==> src/rtl/game_round_ctrl.sv <==
// ---------------------------------------------------------------------------
// game_round_ctrl
//   Round sequencer for the LED-grid game. It picks a random target cell and
//   colour from the LCG and arms a tick-based timeout. Player presses are
//   resolved as a hit or a miss. Score and lives are kept here, and the block
//   runs the start and game-over phases.
//
// Ports
//   i_clk           system clock
//   i_rst           synchronous reset, active-high
//   i_tick          one-cycle game-tick enable pulse
//   i_start         start/restart request (level)
//   i_rand[31:0]    LCG output; [5:0] gives the cell, [31:30] gives the colour
//   i_press_valid   one-cycle pulse: the player pressed a cell
//   i_press_pos     cell index of the press
//   o_target_pos    current target cell (held outside WAIT)
//   o_target_color  0=red 1=green 2=blue 3=white (held outside WAIT)
//   o_target_valid  target is armed (WAIT)
//   o_flash_hit     hit flash (HIT)
//   o_flash_miss    miss flash (MISS)
//   o_score         hits this game, saturating
//   o_lives         lives remaining
//   o_game_over     game over (OVER)
// ---------------------------------------------------------------------------
module game_round_ctrl #(
  parameter int TIMEOUT_TICKS = 4,
  parameter int FLASH_TICKS   = 2,
  parameter int LIVES         = 3,
  parameter int SCORE_W       = 8
) (
  input  logic               i_clk,
  input  logic               i_rst,
  input  logic               i_tick,
  input  logic               i_start,
  input  logic [31:0]        i_rand,
  input  logic               i_press_valid,
  input  logic [5:0]         i_press_pos,
  output logic [5:0]         o_target_pos,
  output logic [1:0]         o_target_color,
  output logic               o_target_valid,
  output logic               o_flash_hit,
  output logic               o_flash_miss,
  output logic [SCORE_W-1:0] o_score,
  output logic [1:0]         o_lives,
  output logic               o_game_over
);

  localparam int CNT_MAX = (TIMEOUT_TICKS > FLASH_TICKS) ? TIMEOUT_TICKS : FLASH_TICKS;
  localparam int CNT_W   = $clog2(CNT_MAX + 1);

  // The counter value whose next tick completes the interval.
  localparam logic [CNT_W-1:0]   TIMEOUT_LAST = CNT_W'(TIMEOUT_TICKS - 1);
  localparam logic [CNT_W-1:0]   FLASH_LAST   = CNT_W'(FLASH_TICKS - 1);
  localparam logic [1:0]         LIVES_INIT   = 2'(LIVES);
  localparam logic [SCORE_W-1:0] SCORE_MAX    = '1;

  typedef enum logic [2:0] {
    S_IDLE  = 3'd0,
    S_SPAWN = 3'd1,
    S_WAIT  = 3'd2,
    S_HIT   = 3'd3,
    S_MISS  = 3'd4,
    S_OVER  = 3'd5
  } state_t;

  state_t             state, state_next;
  logic [CNT_W-1:0]   cnt, cnt_next;
  logic [5:0]         prev_pos, prev_next;
  logic [5:0]         pos_next;
  logic [1:0]         color_next;
  logic [SCORE_W-1:0] score_next;
  logic [1:0]         lives_next;

  // Only the cell and colour fields of the LCG word are consumed.
  logic unused_rand;
  assign unused_rand = ^i_rand[29:6];

  // Never present the same cell twice in a row; bump by one (mod 64) on a repeat.
  logic [5:0] rand_pos, spawn_pos;
  assign rand_pos  = i_rand[5:0];
  assign spawn_pos = (rand_pos == prev_pos) ? rand_pos + 6'd1 : rand_pos;

  logic [1:0] lives_dec;
  assign lives_dec = (o_lives != 2'd0) ? o_lives - 2'd1 : 2'd0;

  always_comb begin
    // NOTE: every variable gets a default first, so no path leaves one unassigned and no latch is inferred.
    state_next = state;
    cnt_next   = cnt;
    prev_next  = prev_pos;
    pos_next   = o_target_pos;
    color_next = o_target_color;
    score_next = o_score;
    lives_next = o_lives;

    case (state)
      S_IDLE, S_OVER: begin
        if (i_start) begin
          score_next = '0;
          lives_next = LIVES_INIT;
          cnt_next   = '0;
          state_next = S_SPAWN;
        end
      end

      S_SPAWN: begin
        pos_next   = spawn_pos;
        color_next = i_rand[31:30];
        prev_next  = spawn_pos;
        cnt_next   = '0;
        state_next = S_WAIT;
      end

      S_WAIT: begin
        // A press always beats a timeout tick in the same cycle.
        if (i_press_valid && (i_press_pos == o_target_pos)) begin
          if (o_score != SCORE_MAX) score_next = o_score + SCORE_W'(1);
          cnt_next   = '0;
          state_next = S_HIT;
        end else if (i_press_valid) begin
          lives_next = lives_dec;
          cnt_next   = '0;
          state_next = S_MISS;
        end else if (i_tick) begin
          if (cnt == TIMEOUT_LAST) begin
            lives_next = lives_dec;
            cnt_next   = '0;
            state_next = S_MISS;
          end else begin
            cnt_next = cnt + CNT_W'(1);
          end
        end
      end

      S_HIT: begin
        if (i_tick) begin
          if (cnt == FLASH_LAST) begin
            cnt_next   = '0;
            state_next = S_SPAWN;
          end else begin
            cnt_next = cnt + CNT_W'(1);
          end
        end
      end

      S_MISS: begin
        // Lives were already decremented on entry, so o_lives is current here.
        if (i_tick) begin
          if (cnt == FLASH_LAST) begin
            cnt_next   = '0;
            state_next = (o_lives == 2'd0) ? S_OVER : S_SPAWN;
          end else begin
            cnt_next = cnt + CNT_W'(1);
          end
        end
      end

      default: begin
        cnt_next   = '0;
        state_next = S_IDLE;
      end
    endcase
  end

  always_ff @(posedge i_clk) begin
    // NOTE: non-blocking assignments keep every register sampling pre-edge values, independent of statement order.
    if (i_rst) begin
      state          <= S_IDLE;
      cnt            <= '0;
      prev_pos       <= '0;
      o_target_pos   <= '0;
      o_target_color <= '0;
      o_score        <= '0;
      o_lives        <= LIVES_INIT;
      o_target_valid <= 1'b0;
      o_flash_hit    <= 1'b0;
      o_flash_miss   <= 1'b0;
      o_game_over    <= 1'b0;
    end else begin
      state          <= state_next;
      cnt            <= cnt_next;
      prev_pos       <= prev_next;
      o_target_pos   <= pos_next;
      o_target_color <= color_next;
      o_score        <= score_next;
      o_lives        <= lives_next;
      // Status flags are decoded from the next state so they change together with the state register.
      o_target_valid <= (state_next == S_WAIT);
      o_flash_hit    <= (state_next == S_HIT);
      o_flash_miss   <= (state_next == S_MISS);
      o_game_over    <= (state_next == S_OVER);
    end
  end

endmodule

==> config.mk <==
export PLATFORM = sky130hd
export DESIGN_NAME = game_round_ctrl
export DESIGN_NICKNAME = d
export VERILOG_FILES = /design/src/rtl/game_round_ctrl.sv
export SDC_FILE = /design/constraint.sdc
export NUM_CORES = 1
export LEC_CHECK = 0
export ABC_AREA = 1
export CAP_MARGIN = 20
export CORE_ASPECT_RATIO = 0.6
export CORE_MARGIN = 5
export CORE_UTILIZATION = 30
export CTS_CLUSTER_DIAMETER = 200
export DETAILED_ROUTE_END_ITERATION = 16
export SYNTH_ARGS = -nofsm -noshare
export SYNTH_HDL_FRONTEND = slang
export SYNTH_SLANG_ARGS = --single-unit
export TNS_END_PERCENT = 20
==> constraint.sdc <==
create_clock -name i_clk -period 1.3 [get_ports i_clk]
set_clock_uncertainty 0.05 [all_clocks]
set_input_delay 0.195 -clock i_clk [delete_from_list [all_inputs] [get_ports i_clk]]
set_output_delay 0.195 -clock i_clk [all_outputs]
set_load 0.05 [all_outputs]
==> metrics.txt, run 1 <==
Tot Pwr=4.147 mW; reg-to-reg startpoint=state[2]; RSZ-0062 raised after global routing=yes; final worst slack=-190.1 ps; Routed WL per cell=12.31 um; Syn-to-layout area delta=76.73%; Post-route DRC=0; Synth area leaders=dfxtp_1 29%, nand2_1 14%, inv_1 8.1%, nand3_1 6.7%, a21oi_1 4.7%; CTS sink count=28; CP Cell Sequence=nor3_4 -> buf_4 -> nand4_1 -> buf_4 -> inv_4 -> buf_4 -> nor4_2; initial DRC count=125; area of the multi-input gates=1321 um^2; FF-to-FF End=o_target_valid; Final period util=1.146; Stages on worst setup path=7; fmax=671.1 MHz; First-pass DRT Iterations=5; FILL cells=579; pwr dens=1212 nW/um^2; hold_buf cts=0; worst endpoint required time=1410 ps; register area share after synthesis=0.2896; initial antenna violation count=0; Hold Violations, Final=0; Mean Syn Cell Area=6.721 um^2; Netlist cell types=33; Yosys top cell by area=dfxtp_1; routed vias/inst=4.660; grt total ovfl=0; Slew Viols, Final=0; TNS Setup=-3532 ps; most frequent cells in the layout=64 x nand2_1, 61 x buf_4, 36 x inv_1, 23 x nand3_1, 23 x buf_12; Final Net Count=443; Peak supply drop=672.2 uV; critical path class=reg2reg; layout cell share with drive strength beyond 1=0.4541; n_diodes=0; shortest period the worst path allows=1490 ps; Syn Nets=338; clk slew on worst S/H paths=100 ps; FP Rows=22; Storage cell area=616.8 um^2; total number of vias=2218; IO Count=65; worst slew pin tran=458.0 ps; Final Setup Violations=26; Yosys top cell area share=0.2896; Chip Width=113.7 um; most used cell, CP=buf_4; CTS H-Tree Depth=1; Synth Instances=288; Core ar.=6193 um^2; Clk Latency, worst-skew pair=280 ps; CTS Root Cell=clkbuf_8; maximum clock path buffer count=2; Worst setup startpoint=state[2]; Critical Path Start Type=flop; Die H=72.22 um; remaining antenna violation count after routing=0; Starting Density=0.3125; CP endpoint=o_target_valid; maxcap violations=0; Yosys reg bits=28; Num CTS Buffers=3; delay-heaviest family, CP=buffers and inverters; worst reg-to-reg setup slack=-190 ps; number of global-route vias before repair=1983; slowest stage delay, CP=380 ps; crit end category=flop; HPWL Detailed=4.615 mm; WP buf/inv=4; CP max stage cell=dfxtp_4; WHS=411.1 ps; static leakage=1.538 nW; relative slew slack=0.6933; failing checks=setup timing; total wire length=5.859 mm; pin count of the biggest net entering global routing=17; Placer Congestion=0.8239; crit path max fanout=5; outcome=complete, but fails checks; CTS tree=done; crit path DAT=1600 ps; commonest non-fill, non-tap cell in the layout=nand2_1; DIE AREA=8211 um^2; Hold WC Path Type=in2reg; worst reg2reg path depth=7; Ys Warns=0; IO buf count=40; Tot GR Track Use=0.1421; Util after Layout=0.5523; mapped cell area=1936 um^2; first-pass GRT wire length=9.563 mm
metrics by stage:
stage	worst slack [ps]	instance area, um^2	std cells
final	-190.1	3421	476
after global routing	-318.2	3421	476
after CTS	-200.7	3314	473
after detailed placement	-558.6	3137	464
after global placement	-479.7	3137	464
after floorplan	-134.6	2009	288
state kept, by name, summed over array words and instances (netlist names), 2 cells and up:
register	flops
cnt	3
o_score	8
prev_pos	6
o_lives	2
o_target_color	2
state	3
how the worst min path moves through the flow:
stage                                  from           endpoint  slack, ps  depth (start not counted)
final                            i_rand[30]  o_target_color[0]        410                          3
after global routing             i_rand[31]  o_target_color[1]        440                          3
after CTS                        i_rand[30]  o_target_color[0]        420                          3
after detailed placement  o_target_color[0]  o_target_color[0]        450                          2
after global placement               cnt[1]             cnt[1]        430                          2
after floorplan                       i_rst     o_target_valid        220                          1
per-layer routing:
| metal | routed length (um) | vias to the layer above | part of all wire | GRT usage |
|---|---|---|---|---|
| met5 | 0 | - | 0 | 0 |
| met4 | 43 | 0 | 0.0073 | 0.02667 |
| met3 | 325 | 4 | 0.055 | 0.02917 |
| met2 | 2567 | 69 | 0.44 | 0.2029 |
| met1 | 2923 | 1011 | 0.50 | 0.2188 |
| li1 | - | 1134 | - | - |
kinds of logic after synthesis:
group | after synthesis | share of synthesized area
DFF | 28 | 0.2896
buffers and inverters | 51 | 0.1073
xor gates and xnor gates | 12 | 0.05430
AOI/OAI and AO/OA | 34 | 0.1080
adders and majority gates | 7 | 0.04525
and+or+nand+nor | 156 | 0.3956
repair_timing:
item                                    in CTS  in global routing
resized for setup                           28                 26
pin swaps                                    9                  9
endpoints found under the setup margin      28                 28
buffers inserted                             5                  3
hold endpoints to repair                     0                  0
worst min-delay path, cell delays in order:
cell and delay [ps]:
clkdlybuf4s50_1 390, nand2_1 60, a21oi_1 50
power by group:
| group | switching, mW | internal [mW] |
|---|---|---|
| clock network | 0.291 | 0.336 |
| logic | 1.28 | 1.08 |
| registers | 0.155 | 1.01 |
synthesized netlist by cell type, drive strengths merged:
| cell | number |
|---|---|
| nand2 | 85 |
| inv | 46 |
| nand3 | 29 |
| dfxtp | 28 |
| nor2 | 27 |
| a21oi | 19 |
| nand4 | 9 |
| ha | 7 |
| xnor2 | 7 |
| o211ai | 6 |
| o21ai | 5 |
| xor2 | 5 |
| buf | 3 |
| o21bai | 3 |
| nand3b | 2 |
| nor3 | 2 |
| clkbuf | 1 |
| clkinv | 1 |
| nor4 | 1 |
| o22ai | 1 |
| or2 | 1 |
cell type report:
| type | count | share of cell area |
|---|---|---|
| clock buffers | 4 | 0.01939 |
| inverters | 47 | 0.05486 |
| multi-input cells | 209 | 0.3862 |
| flip-flops and latches | 28 | 0.1803 |
| well taps | 84 | 0.03072 |
| repair buffers | 104 | 0.3285 |
Note: power is estimated with default switching activity, not from simulation.
==> run 2, diff against run 1 <==
--- a/config.mk
+++ b/config.mk
@@ -8,7 +8,7 @@
 export ABC_AREA = 1
 export CAP_MARGIN = 20
 export CORE_ASPECT_RATIO = 0.6
-export CORE_MARGIN = 5
+export CORE_MARGIN = 2
 export CORE_UTILIZATION = 30
 export CTS_CLUSTER_DIAMETER = 200
 export DETAILED_ROUTE_END_ITERATION = 16
==> run 2 against run 1 <==
The run still ends with setup timing left. Register-to-register slack got worse by 50 ps. Maximum frequency shrank 3.0%. Final area up 2.2%. Utilization grew 1.5 points. Clock power up 3.5%. Setup slack worse by 46 ps. Global-route usage increased by 3.0 points. Die area fell by 13%. Critical endpoint is now o_lives[0]. Worst hold slack worse by 110 ps.
==> metrics.txt, run 2 (synthesis results as in run 1) <==
failing checks=setup timing; worst endpoint required time=1430 ps (+20 ps); maximum clock path buffer count=2 (unchanged); critical path class=reg2reg; crit end category=flop; Tot GR Track Use=0.1718 (+0.02964); Chip Width=107.7 um (-5.3%); Starting Density=0.3139 (+0.001395); total number of vias=2189 (-1.3%); pwr dens=1232 nW/um^2 (+1.6%); Peak supply drop=669.4 uV (-0.41%); commonest non-fill, non-tap cell in the layout=nand2_1; pin count of the biggest net entering global routing=17 (unchanged); shortest period the worst path allows=1536 ps (+46.16 ps); Clk Latency, worst-skew pair=290 ps (about the same); area of the multi-input gates=1360 um^2 (+2.9%); layout cell share with drive strength beyond 1=0.4580 (+0.003934); Core ar.=6166 um^2 (-0.44%); crit path DAT=1670 ps (+70 ps); Num CTS Buffers=3 (unchanged); FP Rows=22 (unchanged); initial antenna violation count=0 (unchanged); initial DRC count=76 (-39%); RSZ-0062 raised after global routing=yes; first-pass GRT wire length=9.501 mm (-0.65%); Top reg by flops=o_score; grt total ovfl=0 (unchanged); Final period util=1.182 (+0.03551); dpl ws=-592.5 ps (-33.92 ps); hold_buf cts=0 (unchanged); Hold Violations, Final=0 (unchanged); CTS H-Tree Depth=1 (unchanged); Critical Path Start Type=flop; total wire length=6.086 mm (+3.9%); final worst slack=-236.3 ps (-46.16 ps); HPWL Detailed=4.525 mm (-2.0%); Storage cell area=619.3 um^2 (+0.41%); Die H=66.22 um (-8.3%); relative slew slack=0.7860 (+0.09273); biggest registers after layout=o_score (8), prev_pos (6); Final Setup Violations=26 (unchanged); Placer Congestion=0.8476 (+2.9%); CTS Root Cell=clkbuf_8; Slew Viols, Final=0 (unchanged); IO buf count=40 (unchanged); CTS sink count=28 (unchanged); outcome=complete, but fails checks; Final Net Count=444 (+0.23%); cell count after placement=461 (-0.65%); routed vias/inst=4.589 (-1.5%); IO Count=65 (unchanged); Final Non-Filler Cells=477 (+0.21%); FILL cells=560 (-3.3%); max reg flops=8 (unchanged); Syn-to-layout area delta=80.61%; remaining antenna violation count after routing=0 (unchanged); CTS tree=done; DIE AREA=7132 um^2 (-13%); number of global-route vias before repair=1921 (-3.1%); clk slew on worst S/H paths=110 ps (about the same); most frequent cells in the layout=59 x nand2_1, 58 x buf_4, 33 x inv_1, 23 x nand3_1, 23 x buf_12; static leakage=1.612 nW (+4.8%); First-pass DRT Iterations=4 (-1); n_diodes=0 (unchanged); maxcap violations=0 (unchanged); fmax=650.9 MHz (-3.0%); Hold WC Path Type=in2reg; Routed WL per cell=12.76 um (+3.7%); Post-route DRC=0 (unchanged); TNS Setup=-3704 ps (-172.0 ps); crit path max fanout=5 (unchanged); worst slew pin tran=319.5 ps (-138.5 ps)
run 2: final timing paths:
check	depth (start not counted)	slack, ps	to	startpoint
max	7	-240	o_lives[0]	state[2]
min	5	310	prev_pos[1]	i_rand[1]
max reg2reg	7	-240	o_lives[0]	state[2]
min reg2reg	2	460	o_target_color[0]	o_target_color[0]
run 2: metal layers:
| layer | wire length [um] | up-vias | global-route usage |
|---|---|---|---|
| met5 | 0 | - | 0 |
| met4 | 68 | 0 | 0.03846 |
| met3 | 231 | 6 | 0.02660 |
| met2 | 2595 | 46 | 0.2382 |
| met1 | 3190 | 1000 | 0.2703 |
| li1 | - | 1137 | - |
run 2: metrics by stage:
stage	cell area, um^2	util	total power [mW]	hold slack (ps)
CTS	3252	0.5274	4.028	406.0
floorplan	2009	-	2.350	223.5
detailed placement	3102	0.5030	3.294	440.6
global placement	3102	0.5030	3.256	434.2
global route	3496	0.5670	4.558	331.0
finish	3496	0.5670	4.308	305.5
run 2: cell type report:
cell class / instances / share of cell area
Sequential cell: 28 / 0.1772
Timing Repair Buffer: 105 / 0.3318
Inverter: 47 / 0.05297
Clock buffer: 4 / 0.01897
Tap cell: 84 / 0.03006
Multi-Input combinational cell: 209 / 0.3890
run 2: critical path, stage by stage, from the launching register on:
cell	delay [ps]
dfxtp_4	380
nor3_4	220
buf_6	130
buf_4	100
nand4_1	180
buf_4	210
nand3_1	80
nand3_1	90
run 2: report_power, final:
group | switching, mW | total [mW] | internal, mW
registers | 0.159 | 1.17 | 1.01
clock network | 0.312 | 0.649 | 0.337
logic | 1.33 | 2.49 | 1.16
run 2: repair_timing:
item                                    4_1_cts  5_1_grt
pin swaps                                     9       22
gates cloned                                  0        0
endpoints found under the setup margin       28       28
resized for setup                            22       48
buffers inserted                              2       10
